### src/rtl/ysyx_22041207_ifu_if.sv
// Instruction-memory port of the fetch unit.
// Handshake rules, one place for all of them:
//   - A request transfers on a rising edge where req_valid && req_ready.
//   - At most one request is outstanding at a time.
//   - Every accepted request gets exactly one response, in a later cycle,
//     marked by a single-cycle rsp_valid pulse. Responses cannot be back-pressured.
interface ysyx_22041207_ifu_if;
    logic        req_valid;
    logic        req_ready;
    logic [63:0] addr;
    logic        rsp_valid;
    logic [31:0] rsp_data;

    // Fetch unit side
    modport master (
        output req_valid,
        output addr,
        input  req_ready,
        input  rsp_valid,
        input  rsp_data
    );

    // Memory side
    modport slave (
        input  req_valid,
        input  addr,
        output req_ready,
        output rsp_valid,
        output rsp_data
    );
endinterface

### src/rtl/ysyx_22041207_ifu.sv
// Instruction fetch unit: owns the fetch PC, issues one word read at a time
// and holds the fetched instruction in a single registered slot for IF/ID.
// Redirects flush the slot and turn any in-flight fetch into a discarded one.
module ysyx_22041207_ifu #(
    parameter logic [63:0] RESET_PC = 64'h0000_0000_8000_0000,
    parameter logic [31:0] NOP_INST = 32'h0000_0013
) (
    input  logic                      clk,
    input  logic                      rst,
    input  logic                      stall,
    input  logic                      redirect,
    input  logic [63:0]               redirect_pc,
    ysyx_22041207_ifu_if.master       imem,
    output logic [31:0]               inst,
    output logic [63:0]               pc,
    output logic                      inst_valid,
    output logic [1:0]                dbg_state
);

    // IDLE: just out of reset; REQ: presenting fetch_pc; WAIT: awaiting our
    // response; DROP: awaiting a stale response that must be thrown away.
    typedef enum logic [1:0] {
        IDLE = 2'd0,
        REQ  = 2'd1,
        WAIT = 2'd2,
        DROP = 2'd3
    } state_t;

    state_t      state, state_n;
    logic [63:0] fetch_pc, fetch_pc_n;
    logic [31:0] inst_n;
    logic [63:0] pc_n;
    logic        inst_valid_n;

    logic consume;
    logic slot_free;
    logic req_fire;
    logic unused_rpc_lo;

    // The two low bits of the redirect target are forced to zero.
    assign unused_rpc_lo = ^redirect_pc[1:0];

    // Requests only go out when the slot will be empty by the time the
    // response lands, so the response never needs a skid buffer.
    assign consume        = inst_valid && !stall;
    assign slot_free      = !inst_valid || !stall;
    assign imem.req_valid = (state == REQ) && slot_free;
    assign imem.addr      = fetch_pc;
    assign req_fire       = imem.req_valid && imem.req_ready;
    assign dbg_state      = state;

    // Next-state, next fetch PC and next slot contents; redirect wins over all.
    always_comb begin
        state_n      = state;
        fetch_pc_n   = fetch_pc;
        inst_n       = inst;
        pc_n         = pc;
        inst_valid_n = inst_valid;

        if (redirect) begin
            inst_n       = NOP_INST;
            pc_n         = '0;
            inst_valid_n = 1'b0;
            fetch_pc_n   = {redirect_pc[63:2], 2'b00};
            case (state)
                IDLE:    state_n = REQ;
                REQ:     state_n = req_fire ? DROP : REQ;
                WAIT:    state_n = imem.rsp_valid ? REQ : DROP;
                DROP:    state_n = imem.rsp_valid ? REQ : DROP;
                default: state_n = REQ;
            endcase
        end else begin
            if (consume) begin
                inst_n       = NOP_INST;
                pc_n         = '0;
                inst_valid_n = 1'b0;
            end
            case (state)
                IDLE: state_n = REQ;
                REQ: begin
                    if (req_fire) state_n = WAIT;
                end
                WAIT: begin
                    if (imem.rsp_valid) begin
                        inst_n       = imem.rsp_data;
                        pc_n         = fetch_pc;
                        inst_valid_n = 1'b1;
                        fetch_pc_n   = fetch_pc + 64'd4;
                        state_n      = REQ;
                    end
                end
                DROP: begin
                    if (imem.rsp_valid) state_n = REQ;
                end
                default: state_n = REQ;
            endcase
        end
    end

    // State, fetch PC and output slot registers.
    always_ff @(posedge clk or posedge rst) begin
        if (rst) begin
            state      <= IDLE;
            fetch_pc   <= RESET_PC;
            inst       <= NOP_INST;
            pc         <= '0;
            inst_valid <= 1'b0;
        end else begin
            state      <= state_n;
            fetch_pc   <= fetch_pc_n;
            inst       <= inst_n;
            pc         <= pc_n;
            inst_valid <= inst_valid_n;
        end
    end

endmodule

### src/flat_wrapper.sv
// flat-port wrapper written by rule: the top's interface ports become plain ports
module ysyx_22041207_ifu_flat 
#(
    parameter logic [63:0] RESET_PC = 64'h0000_0000_8000_0000,
    parameter logic [31:0] NOP_INST = 32'h0000_0013
)
  (clk, rst, stall, redirect, redirect_pc, inst, pc, inst_valid, dbg_state, imem_req_valid, imem_addr, imem_req_ready, imem_rsp_valid, imem_rsp_data);
  ysyx_22041207_ifu_if imem_i ();
  input  logic clk;
  input  logic rst;
  input  logic stall;
  input  logic redirect;
  input  logic [63:0] redirect_pc;
  output logic [31:0] inst;
  output logic [63:0] pc;
  output logic inst_valid;
  output logic [1:0] dbg_state;
  output wire logic [$bits(imem_i.req_valid)-1:0] imem_req_valid;
  output wire logic [$bits(imem_i.addr)-1:0] imem_addr;
  input wire logic [$bits(imem_i.req_ready)-1:0] imem_req_ready;
  input wire logic [$bits(imem_i.rsp_valid)-1:0] imem_rsp_valid;
  input wire logic [$bits(imem_i.rsp_data)-1:0] imem_rsp_data;
  assign imem_req_valid = imem_i.req_valid;
  assign imem_addr = imem_i.addr;
  assign imem_i.req_ready = imem_req_ready;
  assign imem_i.rsp_valid = imem_rsp_valid;
  assign imem_i.rsp_data = imem_rsp_data;
  ysyx_22041207_ifu #(.RESET_PC(RESET_PC), .NOP_INST(NOP_INST)) u_core (.clk(clk), .rst(rst), .stall(stall), .redirect(redirect), .redirect_pc(redirect_pc), .imem(imem_i), .inst(inst), .pc(pc), .inst_valid(inst_valid), .dbg_state(dbg_state));
endmodule
### config.mk
export PLATFORM = sky130hd
export DESIGN_NAME = ysyx_22041207_ifu_flat
export DESIGN_NICKNAME = d
export VERILOG_FILES = /design/src/rtl/ysyx_22041207_ifu_if.sv /design/src/rtl/ysyx_22041207_ifu.sv /design/src/flat_wrapper.sv
export SDC_FILE = /design/constraint.sdc
export NUM_CORES = 1
export LEC_CHECK = 0
export CAP_MARGIN = 20
export CORE_ASPECT_RATIO = 0.7
export CORE_UTILIZATION = 45
export CTS_CLUSTER_SIZE = 24
export DETAILED_ROUTE_END_ITERATION = 12
export PLACE_DENSITY = 0.81
export SLEW_MARGIN = 20
export SYNTH_ARGS = -nofsm -noshare
export SYNTH_HDL_FRONTEND = slang
export SYNTH_SLANG_ARGS = --single-unit
### constraint.sdc
create_clock -name clk -period 5.22 [get_ports clk]
set_input_delay 0.522 -clock clk [delete_from_list [all_inputs] [get_ports clk]]
set_output_delay 0.522 -clock clk [all_outputs]
set_load 0.02 [all_outputs]
After elaboration in Yosys (flattened, before gate mapping)
Cells that the tools add are included.
W data, S select, Z words.
{"block": "op_classes", "eq_ne": 5, "reduce_logical": 12, "add_sub_neg": 1, "muxes": 22}
{"cell": "$mux W64", "n": 7}
{"cell": "$mux W32", "n": 4}
{"cell": "$add A64 B3 Y64 const B", "n": 1}
{"cell": "$pmux W2 S3", "n": 2}
{"cell": "$mux W2", "n": 5}
{"cell": "$eq A2 B2 Y1 const B", "n": 2}
{"cell": "$mux W1", "n": 4}
{"cell": "$reduce_and A2 Y1", "n": 2}
{"cell": "$reduce_bool A2 Y1", "n": 2}
{"cell": "$logic_and A1 B1 Y1", "n": 3}
{"cell": "$ne A3 B1 Y1 const B", "n": 1}
{"cell": "$ne A3 B2 Y1 const B", "n": 1}
{"cell": "$eq A2 B1 Y1 const B", "n": 1}
{"cell": "$logic_not A1 Y1", "n": 2}
{"cell": "$logic_not A2 Y1", "n": 1}
{"cell": "$reduce_or A2 Y1", "n": 1}
{"cell": "$logic_or A1 B1 Y1", "n": 1}
{"block": "totals", "elab_cells": 45, "ff_bits": 163}

Longest topological paths before layout
Gate-level depths: netlist of the first run.
{"block": "depth", "ltp_word": 7, "ltp_mapped": 7}

Least setup slack after synthesis of the first run
OpenSTA, ideal clock, no wires.
{"block": "synth_path", "kind": "reg2reg", "start": "reg u_core.state[0], in the netlist u_core.dbg_state[0]", "end": "reg u_core.fetch_pc[35], in the netlist u_core.imem.addr[35]", "required_ps": 5138, "synth_period_minus_slack_ps": 2421, "slack_ps": 2799, "n_path_buf": 2, "arrival_ps": 2339, "setup_ps": 82, "stages_incl_launch_ff": 8, "cell_sequence": "dfrtp_1 > nand3b_4 > or4_1 > buf_2 > or4_4 > buf_6 > or3_1 > a31oi_1"}
{"block": "synth_via", "elab_chain_len": 3}
{"element": "from (decl)", "line": "ysyx_22041207_ifu.sv:29", "text": "state_t state, state_n;"}
{"element": "from (signal assigned)", "line": "ysyx_22041207_ifu.sv:109", "text": "state <= state_n;"}
{"element": "$eq A2 B2 Y1", "line": "ysyx_22041207_ifu.sv:78", "text": "case (state)"}
{"element": "$reduce_bool A2 Y1 (no source line)"}
{"element": "$reduce_and A2 Y1 (no source line)"}
{"element": "to (signal assigned)", "line": "ysyx_22041207_ifu.sv:110", "text": "fetch_pc <= fetch_pc_n;"}
{"element": "to (decl)", "line": "ysyx_22041207_ifu.sv:30", "text": "logic [63:0] fetch_pc, fetch_pc_n;"}
No other way between the ends.
A chain may end at the register's enable or synchronous reset.

Final worst setup path of the first run
{"block": "layout_path", "start": "reg u_core.fetch_pc[2], in the netlist u_core.imem.addr[2]", "end": "reg u_core.fetch_pc[38], in the netlist u_core.imem.addr[38]"}
{"block": "layout_via", "elab_chain_len": 4}
{"element": "$add A64 B3 Y64", "line": "ysyx_22041207_ifu.sv:88", "text": "fetch_pc_n = fetch_pc + 64'd4;"}
{"element": "$mux W64", "line": "ysyx_22041207_ifu.sv:84", "text": "if (imem.rsp_valid) begin"}
{"element": "$mux W64", "line": "ysyx_22041207_ifu.sv:78"}
{"element": "$mux W64", "line": "ysyx_22041207_ifu.sv:60", "text": "if (redirect) begin"}
No other way between the ends. The select of a mux whose other input is x is not followed.

==> results of run 1 <==
[worst paths after layout]
check	endpoint	cells past startpoint	startpoint	slack, ns
min	u_core.pc[10]	2	u_core.pc[10]	0.49
max in group asynchronous	u_core.imem.addr[31]	3	rst	3.69
min reg2reg	u_core.pc[10]	2	u_core.pc[10]	0.49
min in group asynchronous	u_core.inst[26]	2	rst	0.57
max	u_core.imem.addr[38]	6	u_core.imem.addr[2]	2.10
max reg2reg	u_core.imem.addr[38]	6	u_core.imem.addr[2]	2.10
[report_power, final]
part	total [W]	leakage (nW)	internal (W)	switching, W
clock network	0.00130	0.297	0.000781	0.000517
registers	0.00142	2.09	0.00131	0.000105
logic	0.000484	1.95	0.000240	0.000243
total	0.00320	4.33	0.00233	0.000865
[cell usage in the layout (no fill, tap or decap), types with 16 or more instances in the layout]
master	n
a31oi_1	24
dfrtp_1	157
clkdlybuf4s50_1	260
nand2_1	66
o21ai_0	46
a22o_1	86
nand4_1	29
clkbuf_16	17
nand3_1	25
xor2_1	16
nor2_1	34
or4_1	18
[stage by stage]
| stage | setup slack, ns | instance area [um^2] | hold slack (ns) | instances |
|---|---|---|---|---|
| after global placement | 1.79 | 9990 | 0.463 | 1102 |
| after global routing | 1.88 | 10600 | 0.508 | 1134 |
| final | 2.10 | 10600 | 0.492 | 1134 |
| after CTS | 2.11 | 10600 | 0.496 | 1134 |
| after detailed placement | 1.69 | 9990 | 0.476 | 1102 |
| after floorplan | 0.356 | 7260 | 0.546 | 683 |
[sequential cells by signal (all words and copies together), names as in the netlist]
signal,count
u_core.dbg_state,2
u_core.imem.addr,62
u_core.inst,32
u_core.inst_valid,1
u_core.pc,64
[per-layer routing]
metal  global-route usage (%)  vias to the layer above  part of all wire, %  wire length (um)
met3                     9.38                       27                  9.5              2140
li1                         -                     3036                    -                 -
met1                     38.8                     3259                   46             10300
met4                     6.86                        0                  1.3               287
met2                     40.1                      295                   44              9850
met5                        0                        -                    0                 0
[cells by family after synthesis]
kind of cell / count (synthesis)
XOR/XNOR: 31
flip-flops: 161
AND/OR/NAND/NOR: 243
adder cells (fa/ha/maj): 1
AO/OA/AOI/OAI: 186
buffers and inverters: 57
multiplexers: 2
other: 1
[final cells by class]
type | instances | area, um^2 | share of cell area [%]
multi-input combinational | 465 | 3010 | 28.3
clock buffer | 20 | 457 | 4.31
tap | 200 | 250 | 2.36
inverter | 10 | 42.5 | 0.401
clock inverter | 12 | 155 | 1.46
sequential | 161 | 4030 | 38.1
timing repair buffer | 266 | 2660 | 25.1
[worst max-delay path, cell delays in order (launching register included)]
cell     delay (ns)
dfrtp_1        0.44
ha_1           0.20
nand3_1        0.16
nor3_2         0.73
nand2_1        0.66
or4_1          0.66
a31oi_1        0.18
==> impl_metrics.tcl, run 1 <==
set metrics [dict create \
    critPathLaunchType "flop" \
    cts-htree-levels 4 \
    grt_remaining_overflow 0 \
    synth-simple-area-share_pct 18.1 \
    tightestPinTransition_ns 1.00 \
    avgSynthCellArea_um2 10.6 \
    arrival_ns 3.47 \
    post-synth-top-count-cell "dfrtp_1" \
    insertedDiodeCount 0 \
    synthAdderAreaFrac_pct 0.173 \
    cts_buffers 17 \
    clock.fmax_mhz 320 \
    postCtsSetupBuffers 0 \
    vias_per_cell 5.84 \
    routed_wl_um 22500 \
    ys.flop_type "dfrtp_1" \
    cts_hold_buffers 0 \
    die-height_um 108 \
    end_kind "flop" \
    outcome "completed" \
    synth.area.top_cells "dfrtp_1 (54%), a22o_1 (10%), nand2_1 (3.4%)" \
    io_pins 266 \
    min_period_ns 3.12 \
    p_leak_nw 4.33 \
    dpl.hpwl_um 15600 \
    rsz0062_at_grt "no" \
    synth-seq-cells 161 \
    post-synth-top-area-cell "dfrtp_1" \
    hold_path_class "reg2reg" \
    hold_violations 0 \
    post_cts_resized 0 \
    postSynthCellCount 682 \
    grt_antenna_before_repair 0 \
    drive_gt1_share_pct 5.78 \
    clock_sinks 161 \
    drt_iter0_markers 419 \
    grt_max_degree 95 \
    first_global_vias 6218 \
    synth.distinct_cells 48 \
    fin_util_pct 67.8 \
    fp.coreArea_um2 15600 \
    p_per_area_nw_per_um2 302 \
    wire_per_inst_um 19.9 \
    rows 38 \
    power_w 0.00320 \
    netlist_area_um2 7250 \
    synth-warning-count 0 \
    via_count 6617 \
    max_slew_margin_pct 33.2 \
    muxShareOfSynthArea_pct 0.293 \
    port_buffers 261 \
    setup-violations-final 0 \
    cp_max_fo 17 \
    cts_tree "done" \
    postRouteAntennaNets 0 \
    firstDrtPassIters 4 \
    fillers 1210 \
    slew_viol_final 0 \
    crit_type "reg2reg" \
    die_w_um 154 \
    grt_first_pass_wirelength_um 34700 \
    start_util_pct 46.4 \
    synth_top_cell_area_share_pct 54.2 \
    die_area_um2 16600 \
    area_growth_pct 46.2 \
    synth_async_sr_flop_share_pct 100 \
    grt_usage_pct 27.4 \
    nNetsFinal 1024 \
    synth_xor_area_share_pct 3.74 \
    synth-compound-area-share_pct 18.8 \
    insertion_delay_ns 0.42 \
    synth_common_cells "dfrtp_1 (157), a22o_1 (86), nand2_1 (66)" \
    clockBufferDepth 2 \
    clock-root-buffer "clkbuf_16" \
    fin_skew_ns 0.00852 \
    setup_tns_ns 0 \
    maxCapViolations 0 \
    cp_data_required_time_ns 5.57 \
    clk_pin_slew_ns 0.07 \
    vdd_drop_max_v 0.000224 \
    ys_seq_area_share_pct 55.6 \
    place.gp.congestion 0.815 \
    synth_top_family_by_area "compound AO/OA/AOI/OAI gates" \
    synth_edf_count 0 \
    drc 0 \
    finalCritPeriodShare_pct 59.8 \
]
(Power assumes the default switching activity.)
==> run 2: changes to the inputs <==
--- a/config.mk
+++ b/config.mk
@@ -7,10 +7,10 @@
 export LEC_CHECK = 0
 export CAP_MARGIN = 20
 export CORE_ASPECT_RATIO = 0.7
-export CORE_UTILIZATION = 45
+export CORE_UTILIZATION = 41
 export CTS_CLUSTER_SIZE = 24
 export DETAILED_ROUTE_END_ITERATION = 12
-export PLACE_DENSITY = 0.81
+export PLACE_DENSITY = 0.78
 export SLEW_MARGIN = 20
 export SYNTH_ARGS = -nofsm -noshare
 export SYNTH_HDL_FRONTEND = slang
==> constraint.sdc (replaced) <==
create_clock -name clk -period 2.6 [get_ports clk]
set_input_delay 0.26 -clock clk [delete_from_list [all_inputs] [get_ports clk]]
set_output_delay 0.26 -clock clk [all_outputs]
set_load 0.02 [all_outputs]
==> run 2 against run 1 <==
Global-route usage shrank 0.096 points. Wire length grew 7.0%. Flip-flop and latch count is the same. Clock power grew 110%. Critical path type unchanged. Largest power group unchanged.
==> impl_metrics.tcl, run 2 (same netlist as run 1, synthesis figures left out) <==
set metrics [dict create \
    crit_type "reg2reg" \
    die_w_um 161 \
    insertion_delay_ns 0.43 \
    min_period_ns 2.39 \
    wire_per_inst_um 19.7 \
    p_int_w 0.00485 \
    grt_max_degree 56 \
    place_inst 1192 \
    vias_per_cell 5.62 \
    nNetsFinal 1083 \
    place.gp.congestion 0.825 \
    clock-root-buffer "clkbuf_16" \
    dpl.hpwl_um 17500 \
    outcome "completed" \
    grt_usage_pct 27.3 \
    finalCritPeriodShare_pct 92.0 \
    largest_reg_flops 64 \
    drc 0 \
    final_cell_mix "clkdlybuf4s50_1 (260), dfrtp_1 (157), a22o_1 (86), nand2_1 (65), buf_4 (59)" \
    tightestPinTransition_ns 0.781 \
    mostFrequentLayoutCell "clkdlybuf4s50_1" \
    pwr-share-comb_pct 16.9 \
    grt_first_pass_wirelength_um 38200 \
    cp_max_fo 8 \
    insertedDiodeCount 0 \
    netSwitchingPower_w 0.00179 \
    grt_remaining_overflow 0 \
    fillers 1376 \
    p_per_area_nw_per_um2 595 \
    critPathLaunchType "flop" \
    fin_skew_ns 0.0163 \
    rows 40 \
    swShare_pct 26.9 \
    rrSetupSlack_ns 0.21 \
    vdd_drop_max_v 0.000417 \
    drt_iter0_markers 592 \
    port_buffers 261 \
    max_flop_register "u_core.pc" \
    start_util_pct 42.1 \
    routed_wl_um 24100 \
    rr_startpoint "u_core.imem.addr[2]" \
    clock_sinks 161 \
    via_count 6874 \
    arrival_ns 2.74 \
    clockBufferDepth 2 \
    clock.fmax_mhz 418 \
    io_pins 266 \
    hold_path_class "in2reg" \
    cts-htree-levels 4 \
    fin_util_pct 64.8 \
    cp-startpoint "u_core.imem.addr[2]" \
    stdcell_count 1224 \
    cp_data_required_time_ns 2.95 \
    slew_viol_final 0 \
    cts_buffers 17 \
    grt_antenna_before_repair 1 \
    min_from "redirect" \
    max_slew_margin_pct 47.8 \
    p_leak_nw 4.64 \
    fp.coreArea_um2 17200 \
    hold_violations 0 \
    cts_tree "done" \
    die-height_um 113 \
    postCtsSetupBuffers 0 \
    maxCapViolations 0 \
    setup-violations-final 0 \
    rsz0062_at_grt "no" \
    end_kind "flop" \
    firstDrtPassIters 7 \
    seqPwrFrac_pct 42.0 \
    clk_pin_slew_ns 0.06 \
    clkPwrFrac_pct 41.1 \
    drive_gt1_share_pct 11.4 \
    area_growth_pct 53.9 \
    first_global_vias 6676 \
    die_area_um2 18200 \
    postRouteAntennaNets 0 \
]
## run 2: path summary, 6_finish.rpt
check | end | cells after the start
worst max-delay path | u_core.imem.addr[45] | 5
worst min-delay path | u_core.inst_valid | 2
worst max register to register | u_core.imem.addr[45] | 5
worst min register to register | u_core.pc[10] | 2
max in group asynchronous | u_core.imem.addr[9] | 3
min in group asynchronous | u_core.inst[16] | 2
## run 2: worst max-delay path: stages, from the launching register on
cell	delay [ns]
dfrtp_1	0.45
nand3_1	0.19
or4_1	0.52
or4_4	0.50
or4_1	0.48
a31oi_1	0.18
## run 2: per-stage QoR
step / power [W] / setup WS (ns) / area (um^2) / setup TNS [ns] / hold slack [ns]
after global routing: 0.00690 / 0.0686 / 11200 / 0 / 0.179
after CTS: 0.00668 / 0.150 / 11200 / 0 / 0.165
after floorplan: 0.00330 / 0.179 / 7260 / 0 / 0.379
final: 0.00664 / 0.208 / 11200 / 0 / 0.166
after detailed placement: 0.00395 / -0.131 / 10500 / -0.242 / 0.481
after global placement: 0.00393 / -0.117 / 10500 / -0.150 / 0.463
## run 2: what timing repair did
item / CTS / global route
endpoints found under the setup margin: 0 / 1
hold buffers: 0 / 0
hold endpoints to repair: 0 / 0
resized for setup: 0 / 1
## run 2: per-layer routing
metal | routed length (um) | global-route usage (%) | share of wire (%)
met1 | 11000 | 39.2 | 46
met2 | 10500 | 39.5 | 44
met3 | 2380 | 8.91 | 9.9
met4 | 250 | 6.98 | 1.0
met5 | 0 | 0 | 0
## run 2: power groups by stage
stage	combinational, W	sequential [W]	clock, W
final	0.00112	0.00279	0.00273
after global routing	0.00120	0.00281	0.00289
after CTS	0.00113	0.00279	0.00277
after detailed placement	0.00112	0.00283	0
after global placement	0.00110	0.00283	0
after floorplan	0.000325	0.00297	0
## run 2: cell type report
cell class	instances	area (um^2)	share of cell area [%]
inverters	10	41.3	0.370
clock buffers	21	460	4.13
well taps	231	289	2.59
clock inverters	11	175	1.57
flip-flops and latches	161	4030	36.2
multi-input cells	465	3010	27.0
repair buffers	325	3150	28.2
